$ cat src/rtl/ctrl_pkg.sv
// ctrl_pkg: shared encodings for the multicycle control unit (states,
// opcodes, FUNCT codes, ALU operations and datapath mux selects).
package ctrl_pkg;

  typedef enum logic [4:0] {
    ST_RST     = 5'd0,
    ST_FETCH   = 5'd1,
    ST_DECODE  = 5'd2,
    ST_EXEC_R  = 5'd3,
    ST_WB_R    = 5'd4,
    ST_EXEC_I  = 5'd5,
    ST_WB_I    = 5'd6,
    ST_ADDR    = 5'd7,
    ST_MEM_ADR = 5'd8,
    ST_MEM_RD  = 5'd9,
    ST_MEM_WB  = 5'd10,
    ST_MEM_WR  = 5'd11,
    ST_BRANCH  = 5'd12,
    ST_JUMP    = 5'd13,
    ST_OVF     = 5'd14
  } state_e;

  // Instruction opcodes, instruction bits [31:26]
  localparam logic [5:0] OP_RTYPE = 6'h00;
  localparam logic [5:0] OP_J     = 6'h02;
  localparam logic [5:0] OP_BEQ   = 6'h04;
  localparam logic [5:0] OP_BNE   = 6'h05;
  localparam logic [5:0] OP_ADDI  = 6'h08;
  localparam logic [5:0] OP_LW    = 6'h23;
  localparam logic [5:0] OP_SW    = 6'h2B;

  // R-type FUNCT codes, instruction bits [5:0]
  localparam logic [5:0] FN_ADD = 6'h20;
  localparam logic [5:0] FN_SUB = 6'h22;
  localparam logic [5:0] FN_AND = 6'h24;
  localparam logic [5:0] FN_XOR = 6'h26;

  // ALU operation codes
  localparam logic [2:0] ULA_PASSA = 3'b000;
  localparam logic [2:0] ULA_ADD   = 3'b001;
  localparam logic [2:0] ULA_SUB   = 3'b010;
  localparam logic [2:0] ULA_AND   = 3'b011;
  localparam logic [2:0] ULA_XOR   = 3'b110;
  localparam logic [2:0] ULA_CMP   = 3'b111;

  // Register destination select
  localparam logic [1:0] WREG_RT = 2'b00;
  localparam logic [1:0] WREG_RD = 2'b01;
  localparam logic [1:0] WREG_RA = 2'b10;

  // Register write data, memory address and ALU A selects
  localparam logic WDATA_ALUOUT = 1'b0;
  localparam logic WDATA_MDR    = 1'b1;
  localparam logic IORD_PC      = 1'b0;
  localparam logic IORD_ALUOUT  = 1'b1;
  localparam logic ULAA_PC      = 1'b0;
  localparam logic ULAA_REGA    = 1'b1;

  // ALU B select
  localparam logic [1:0] ULAB_REGB    = 2'b00;
  localparam logic [1:0] ULAB_FOUR    = 2'b01;
  localparam logic [1:0] ULAB_IMM     = 2'b10;
  localparam logic [1:0] ULAB_IMM_SH2 = 2'b11;

  // PC source select
  localparam logic [1:0] PCSRC_ALU    = 2'b00;
  localparam logic [1:0] PCSRC_ALUOUT = 2'b01;
  localparam logic [1:0] PCSRC_JUMP   = 2'b10;
  localparam logic [1:0] PCSRC_EXC    = 2'b11;

  // True for the R-type FUNCT codes this control unit executes
  function automatic logic funct_valid(input logic [5:0] funct);
    return (funct == FN_ADD) || (funct == FN_SUB) ||
           (funct == FN_AND) || (funct == FN_XOR);
  endfunction

  // ALU operation for an R-type FUNCT; unsupported codes map to pass-A
  function automatic logic [2:0] funct_to_ula(input logic [5:0] funct);
    case (funct)
      FN_ADD:  return ULA_ADD;
      FN_SUB:  return ULA_SUB;
      FN_AND:  return ULA_AND;
      FN_XOR:  return ULA_XOR;
      default: return ULA_PASSA;
    endcase
  endfunction

endpackage

$ cat src/rtl/ctrl_wait_cnt.sv
// ctrl_wait_cnt: 4-bit up counter that reloads zero on clr and flags when
// it has reached the programmed last value. Shared by the reset pulse,
// instruction fetch and memory read waits.
module ctrl_wait_cnt (
  input  logic       clk,
  input  logic       reset,
  input  logic       clr,
  input  logic [3:0] last,
  output logic       done
);

  logic [3:0] count_q;
  logic [3:0] count_d;

  // Next count: reload on clear, otherwise count up and hold at 15
  always_comb begin
    count_d = count_q;
    if (clr) begin
      count_d = 4'd0;
    end else if (count_q != 4'hF) begin
      count_d = count_q + 4'd1;
    end
  end

  // Count register with synchronous reset
  always_ff @(posedge clk) begin
    if (reset) begin
      count_q <= 4'd0;
    end else begin
      count_q <= count_d;
    end
  end

  assign done = (count_q == last);

endmodule

$ cat src/rtl/ctrl_unit_mc.sv
// ctrl_unit_mc: multicycle control FSM for the CPU datapath.
// Build macro CTRL_OVF_EXC_EN adds the EPC_w output and an overflow trap
// for add/sub/addi that redirects the PC to the exception vector (M_PC=11).
module ctrl_unit_mc
  import ctrl_pkg::*;
#(
  parameter int unsigned MEM_WAIT   = 1,
  parameter int unsigned RST_CYCLES = 1
) (
  input  logic       clk,
  input  logic       reset,
  input  logic       Of,
  input  logic       Ng,
  input  logic       Zr,
  input  logic       Eq,
  input  logic       Gt,
  input  logic       Lt,
  input  logic [5:0] OPCODE,
  input  logic [5:0] FUNCT,
  output logic       PC_w,
  output logic       MEM_w,
  output logic       IR_w,
  output logic       RB_w,
  output logic       AB_w,
  output logic       ALUOUT_w,
  output logic       MDR_w,
  output logic [2:0] ULA_C,
  output logic [1:0] M_WREG,
  output logic       M_WDATA,
  output logic       M_IORD,
  output logic       M_ULAA,
  output logic [1:0] M_ULAB,
  output logic [1:0] M_PC,
  output logic       rst_out,
`ifdef CTRL_OVF_EXC_EN
  output logic       EPC_w,
`endif
  output logic [4:0] state_dbg
);

  localparam logic [3:0] MEM_LAST = 4'(MEM_WAIT);
  localparam logic [3:0] RST_LAST = 4'(RST_CYCLES - 1);

  state_e     state_q;
  state_e     state_d;
  logic [3:0] cnt_last;
  logic       cnt_done;
  logic       cnt_clr;

  // ALU status flags this control unit never consults
`ifdef CTRL_OVF_EXC_EN
  logic unused_flags;
  assign unused_flags = ^{Ng, Zr, Gt, Lt};
`else
  logic unused_flags;
  assign unused_flags = ^{Of, Ng, Zr, Gt, Lt};
`endif

  // The wait counter restarts from zero whenever the FSM enters a new state
  assign cnt_clr = (state_d != state_q);

  ctrl_wait_cnt u_wait_cnt (
    .clk   (clk),
    .reset (reset),
    .clr   (cnt_clr),
    .last  (cnt_last),
    .done  (cnt_done)
  );

  // Next-state and Moore output decode
  always_comb begin
    // NOTE: every output gets a default before the case so no path leaves a
    // value unassigned, which would otherwise infer a latch.
    state_d  = state_q;
    cnt_last = 4'd0;
    PC_w     = 1'b0;
    MEM_w    = 1'b0;
    IR_w     = 1'b0;
    RB_w     = 1'b0;
    AB_w     = 1'b0;
    ALUOUT_w = 1'b0;
    MDR_w    = 1'b0;
    ULA_C    = ULA_PASSA;
    M_WREG   = WREG_RT;
    M_WDATA  = WDATA_ALUOUT;
    M_IORD   = IORD_PC;
    M_ULAA   = ULAA_PC;
    M_ULAB   = ULAB_REGB;
    M_PC     = PCSRC_ALU;
    rst_out  = 1'b0;
`ifdef CTRL_OVF_EXC_EN
    EPC_w    = 1'b0;
`endif

    case (state_q)
      ST_RST: begin
        rst_out  = 1'b1;
        cnt_last = RST_LAST;
        if (cnt_done) state_d = ST_FETCH;
      end

      ST_FETCH: begin
        M_IORD   = IORD_PC;
        M_ULAA   = ULAA_PC;
        M_ULAB   = ULAB_FOUR;
        ULA_C    = ULA_ADD;
        cnt_last = MEM_LAST;
        if (cnt_done) begin
          IR_w    = 1'b1;
          PC_w    = 1'b1;
          M_PC    = PCSRC_ALU;
          state_d = ST_DECODE;
        end
      end

      ST_DECODE: begin
        // Precompute the branch target into ALUOut while registers load
        AB_w     = 1'b1;
        ALUOUT_w = 1'b1;
        M_ULAA   = ULAA_PC;
        M_ULAB   = ULAB_IMM_SH2;
        ULA_C    = ULA_ADD;
        case (OPCODE)
          OP_RTYPE:     state_d = ST_EXEC_R;
          OP_ADDI:      state_d = ST_EXEC_I;
          OP_LW, OP_SW: state_d = ST_ADDR;
          OP_BEQ,
          OP_BNE:       state_d = ST_BRANCH;
          OP_J:         state_d = ST_JUMP;
          default:      state_d = ST_FETCH;  // unknown opcode runs as a NOP
        endcase
      end

      ST_EXEC_R: begin
        M_ULAA   = ULAA_REGA;
        M_ULAB   = ULAB_REGB;
        ALUOUT_w = 1'b1;
        ULA_C    = funct_to_ula(FUNCT);
        if (!funct_valid(FUNCT)) begin
          state_d = ST_FETCH;
`ifdef CTRL_OVF_EXC_EN
        end else if (Of && ((FUNCT == FN_ADD) || (FUNCT == FN_SUB))) begin
          state_d = ST_OVF;
`endif
        end else begin
          state_d = ST_WB_R;
        end
      end

      ST_WB_R: begin
        RB_w    = 1'b1;
        M_WREG  = WREG_RD;
        M_WDATA = WDATA_ALUOUT;
        state_d = ST_FETCH;
      end

      ST_EXEC_I: begin
        M_ULAA   = ULAA_REGA;
        M_ULAB   = ULAB_IMM;
        ULA_C    = ULA_ADD;
        ALUOUT_w = 1'b1;
`ifdef CTRL_OVF_EXC_EN
        state_d  = Of ? ST_OVF : ST_WB_I;
`else
        state_d  = ST_WB_I;
`endif
      end

      ST_WB_I: begin
        RB_w    = 1'b1;
        M_WREG  = WREG_RT;
        M_WDATA = WDATA_ALUOUT;
        state_d = ST_FETCH;
      end

      ST_ADDR: begin
        M_ULAA   = ULAA_REGA;
        M_ULAB   = ULAB_IMM;
        ULA_C    = ULA_ADD;
        ALUOUT_w = 1'b1;
        state_d  = ST_MEM_ADR;
      end

      ST_MEM_ADR: begin
        // Address setup: ALUOut drives the memory address one cycle before
        // the memory samples it for either a read or a write.
        M_IORD  = IORD_ALUOUT;
        state_d = (OPCODE == OP_LW) ? ST_MEM_RD : ST_MEM_WR;
      end

      ST_MEM_RD: begin
        M_IORD   = IORD_ALUOUT;
        cnt_last = MEM_LAST;
        if (cnt_done) begin
          MDR_w   = 1'b1;
          state_d = ST_MEM_WB;
        end
      end

      ST_MEM_WB: begin
        RB_w    = 1'b1;
        M_WREG  = WREG_RT;
        M_WDATA = WDATA_MDR;
        state_d = ST_FETCH;
      end

      ST_MEM_WR: begin
        M_IORD  = IORD_ALUOUT;
        MEM_w   = 1'b1;
        state_d = ST_FETCH;
      end

      ST_BRANCH: begin
        M_ULAA  = ULAA_REGA;
        M_ULAB  = ULAB_REGB;
        ULA_C   = ULA_CMP;
        M_PC    = PCSRC_ALUOUT;
        PC_w    = (OPCODE == OP_BEQ) ? Eq : ~Eq;
        state_d = ST_FETCH;
      end

      ST_JUMP: begin
        M_PC    = PCSRC_JUMP;
        PC_w    = 1'b1;
        state_d = ST_FETCH;
      end

`ifdef CTRL_OVF_EXC_EN
      ST_OVF: begin
        EPC_w   = 1'b1;
        PC_w    = 1'b1;
        M_PC    = PCSRC_EXC;
        state_d = ST_FETCH;
      end
`endif

      default: state_d = ST_RST;
    endcase

    // Reset is synchronous, so the state still decodes normally in the
    // cycle it is raised; suppress every write so nothing leaks at that edge.
    if (reset) begin
      PC_w     = 1'b0;
      MEM_w    = 1'b0;
      IR_w     = 1'b0;
      RB_w     = 1'b0;
      AB_w     = 1'b0;
      ALUOUT_w = 1'b0;
      MDR_w    = 1'b0;
`ifdef CTRL_OVF_EXC_EN
      EPC_w    = 1'b0;
`endif
    end
  end

  // State register with synchronous reset
  always_ff @(posedge clk) begin
    // NOTE: sequential state uses non-blocking assignment so every flop
    // samples the pre-edge values regardless of process ordering.
    if (reset) begin
      state_q <= ST_RST;
    end else begin
      state_q <= state_d;
    end
  end

  assign state_dbg = state_q;

endmodule

$ cat config.mk
export PLATFORM = sky130hd
export DESIGN_NAME = ctrl_unit_mc
export DESIGN_NICKNAME = d
export VERILOG_FILES = /design/src/rtl/ctrl_pkg.sv /design/src/rtl/ctrl_wait_cnt.sv /design/src/rtl/ctrl_unit_mc.sv
export SDC_FILE = /design/constraint.sdc
export NUM_CORES = 1
export LEC_CHECK = 0
export CAP_MARGIN = 10
export CORE_MARGIN = 3
export CORE_UTILIZATION = 38
export DETAILED_ROUTE_END_ITERATION = 10
export HOLD_SLACK_MARGIN = 0.1
export PLACE_DENSITY = 0.77
export SLEW_MARGIN = 20
export SYNTH_ARGS = -nofsm -noshare
export SYNTH_HDL_FRONTEND = slang
export SYNTH_HIERARCHICAL = 1
export SYNTH_SLANG_ARGS = --single-unit
$ cat constraint.sdc
create_clock -name clk -period 3.2 [get_ports clk]
set_clock_uncertainty 0.05 [all_clocks]
set_input_delay 0.96 -clock clk [delete_from_list [all_inputs] [get_ports clk]]
set_output_delay 0.96 -clock clk [all_outputs]
set_load 0.01 [all_outputs]
==> summary.txt <==
Detailed routing
  • Drt drc: 0
  • Post-DRT Antenna Nets: 0
  • Number of vias per cell: 5.70
  • Drt first pass iters: 4
  • Final wirelength: 3.35 mm
  • DR iter-0 viols: between 40 and 50
  • Via count: ~1300
  • Routed length per placed instance: between 10 and 15 um

GRT
  • Antenna violations before repair: 0
  • Largest net degree at the start of global routing: 21
  • Global-route wire length before repair: roughly 5.6 mm
  • Vias in the first global route: 1295
  • GRT overflow: 0
  • Total track usage: 20.6%

Run status
  • Status: finished, violations left
  • Failing checks: negative setup slack

STA
  • RSZ-0062 raised after global routing: yes
  • Pins Over Slew Limit: 0
  • Slew Limit Headroom: 65.1%
  • Tcrit/Tclk final: 105%
  • Worst setup margin: -0.160 ns
  • Total Neg Setup Slack: -0.242 ns
  • Setup violators final: 4
  • Worst Max-Slew Pin Slew: 0.521 ns
  • Fin crit period: roughly 3.4 ns
  • Hold Fails Final Rpt: 0
  • Max Fclk: slightly below 0.3 GHz

Synthesis
  • Mean post-synth cell area: a little over 7 um2
  • Synth warn: 6
  • Synthesized instance count: roughly 140
  • Post-synthesis async set-or-reset flop share: 0%
  • Cell Area, Synth: 1010 um2
  • Post-synthesis sequential element count: 9
  • Yosys cell types: 54
  • Seq/Total Area, Yosys: around 18%
  • Post-synth EDFFs: 0
  • Most common flop cell mapped by yosys: dfxtp_1

Flow run
  • Max_cap viols: 0

Die
  • Die width: 57.5 um
  • Starting Density: approximately two fifths
  • Die Y: around 58 um
  • Total die area: 3310 um2
  • Core ar.: about 2500 um2
  • Row cnt: 18
  • I/O Pins: 45

Placement
  • Placed insts: roughly 220
  • Post-DP HPWL: 2.61 mm
  • Final estimated routing congestion in global placement: roughly 0.86
  • Place WS: -0.825 ns
  • Port Buffer Count: 38
  • DP Area: around 1600 um2

Finish
  • Post-route cell area: 1610 um2
  • # nets final: between 200 and 250
  • P&R area growth vs syn: 59.4%
  • ANT cells: 0
  • Finished Layout Cells: ~230
  • Layout cells sized above 1: 34.0%

Critical path
  • CP bufs+invs: 2
  • WP data arrival: between 2 and 2.5 ns
  • Ordered list of cells on the worst path: buf_6, or3_4, or4_4, a32oi_2, a2111oi_2, buf_2
  • CP Capture Type: output pin
  • Startpoint Class: input port
  • Worst Setup Path Type: in -> out
  • Slowest cell on crit path: or4_4
  • Critical path's top delay family: simple AND/OR/NAND/NOR gates
  • CP max stage delay: between 0.4 and 0.5 ns
  • WP data required: around 2.2 ns
  • Critical path peak fanout: 3

Clock network
  • CTS root buf: clkbuf_4
  • CTS sink count: 9
  • Total CTS buffers: 3
  • Insertion delay to the later sink of the worst-skew pair: about 0.25 ns
  • CTS tree: done
  • Clk slew on worst S/H paths: 0.06 ns
  • H-tree depth: 1
  • CTS max path bufs: 2
  • Cts hold-fix bufs: 0

Power
  • Peak VDD IR: 0.000355 V
  • Pwr Total: 0.292 mW
  • Pleak: between 0.6 and 0.7 nW
  • Power Density: 181 nW/um2

Worst hold path
  • Worst hold path type: reg -> reg
[worst register-to-register path, stage by stage (launching register included)]
cell,delay [ns]
dfxtp_1,0.31
or4b_4,0.54
inv_2,0.07
xor2_1,0.17
nor4_2,0.06
buf_4,0.13
buf_4,0.13
a221o_1,0.34
a211oi_1,0.33
o211ai_1,0.26
nor3b_1,0.25
mux2_1,0.15
[synthesized netlist by cell type (2+ instances only)]
cell type / instances / area, um2
nor3_1: 6 / 30.0
inv_1: 3 / 11.3
a21boi_0: 2 / 15.0
o31ai_1: 2 / 15.0
or2_2: 4 / 25.0
a211oi_1: 6 / 45.0
a31oi_1: 2 / 12.5
or3_1: 4 / 25.0
xor2_1: 4 / 35.0
clkbuf_1: 7 / 26.3
o2111ai_1: 2 / 17.5
a21oi_1: 5 / 25.0
nand2b_1: 8 / 50.1
or2b_1: 2 / 15.0
nor4_1: 4 / 25.0
nand3_1: 2 / 10.0
o32ai_1: 2 / 17.5
nor2b_1: 4 / 25.0
nor2_1: 12 / 45.0
o21ai_0: 4 / 20.0
dfxtp_1: 9 / 180
and3_1: 2 / 12.5
nor3b_1: 3 / 22.5
or3b_2: 2 / 17.5
nand2_1: 9 / 33.8
[flip-flops by register name, indices dropped and copies added, names as in the netlist]
| register | count |
|---|---|
| state_dbg | 5 |
| u_wait_cnt/count_q | 4 |
[routing by layer]
| metal | GRT usage (%) | vias up | share of wire (%) |
|---|---|---|---|
| li1 | - | 635 | - |
| met1 | 23.6 | 606 | 40 |
| met2 | 38.5 | 49 | 52 |
| met4 | 4.30 | 0 | 1.1 |
| met3 | 4.52 | 5 | 6.9 |
| met5 | 0 | - | 0 |
[worst paths after layout]
kind | start | to | slack (ns) | depth (start not counted)
worst min-delay path | u_wait_cnt/count_q[0] | u_wait_cnt/count_q[0] | 0.57 | 2
worst max-delay path | OPCODE[4] | PC_w | -0.16 | 6
worst min register to register | u_wait_cnt/count_q[0] | u_wait_cnt/count_q[0] | 0.57 | 2
worst max register to register | state_dbg[2] | u_wait_cnt/count_q[1] | 0.35 | 11
[metrics by stage]
| stage | utilization [%] | hold slack (ns) |
|---|---|---|
| after floorplan | - | 0.479 |
| after global placement | 62.1 | 0.513 |
| after detailed placement | 62.1 | 0.545 |
| after CTS | 63.7 | 0.567 |
| after global routing | 64.3 | 0.598 |
| final | 64.3 | 0.568 |
[cell usage in the layout (no fill, tap or decap), drive strengths merged, types with 5 or more instances in the layout]
| cell | count |
|---|---|
| buf | 35 |
| nand2 | 9 |
| a21oi | 5 |
| clkbuf | 7 |
| nand2b | 8 |
| nor4 | 5 |
| dfxtp | 9 |
| or2 | 5 |
| a211oi | 6 |
| clkdlybuf4s50 | 18 |
| nor3 | 6 |
| or3 | 5 |
| conb | 5 |
| nor2 | 12 |
[power breakdown]
group	total, mW	leakage (nW)	internal (mW)	switching [mW]
Clock	0.0857	0.0150	0.0479	0.0378
Combinational	0.0881	0.567	0.0476	0.0406
Sequential	0.118	0.0737	0.115	0.00291
[repair_timing]
action / in CTS / in global routing
pin swaps: 9 / 8
endpoints found under the setup margin: 10 / 10
setup buffers: 2 / 0
endpoints found under the hold margin: 0 / 0
resized for setup: 73 / 15
[layout make-up]
type / count / area [um2]
Multi-Input combinational cell: 120 / 858
Timing Repair Buffer: 60 / 489
Fill cell: 230 / 892
Sequential cell: 9 / 181
Tap cell: 30 / 37.5
Clock buffer: 4 / 26.3
Inverter: 4 / 15.0
[cell families (layout without fill, tap and decap cells)]
family                     after synthesis  after routing  share of synthesized area (%)
AOI/OAI and AO/OA                       36             36                           26.6
adders and majority gates                1              1                           1.24
buffers and inverters                   14             68                           6.45
DFF                                      9              9                           17.9
muxes                                    1              1                           1.12
and+or+nand+nor                         73             73                           42.9
other                                    1              5                          0.372
xor gates and xnor gates                 4              4                           3.47
No activity file was read; power rests on OpenSTA's default activity.
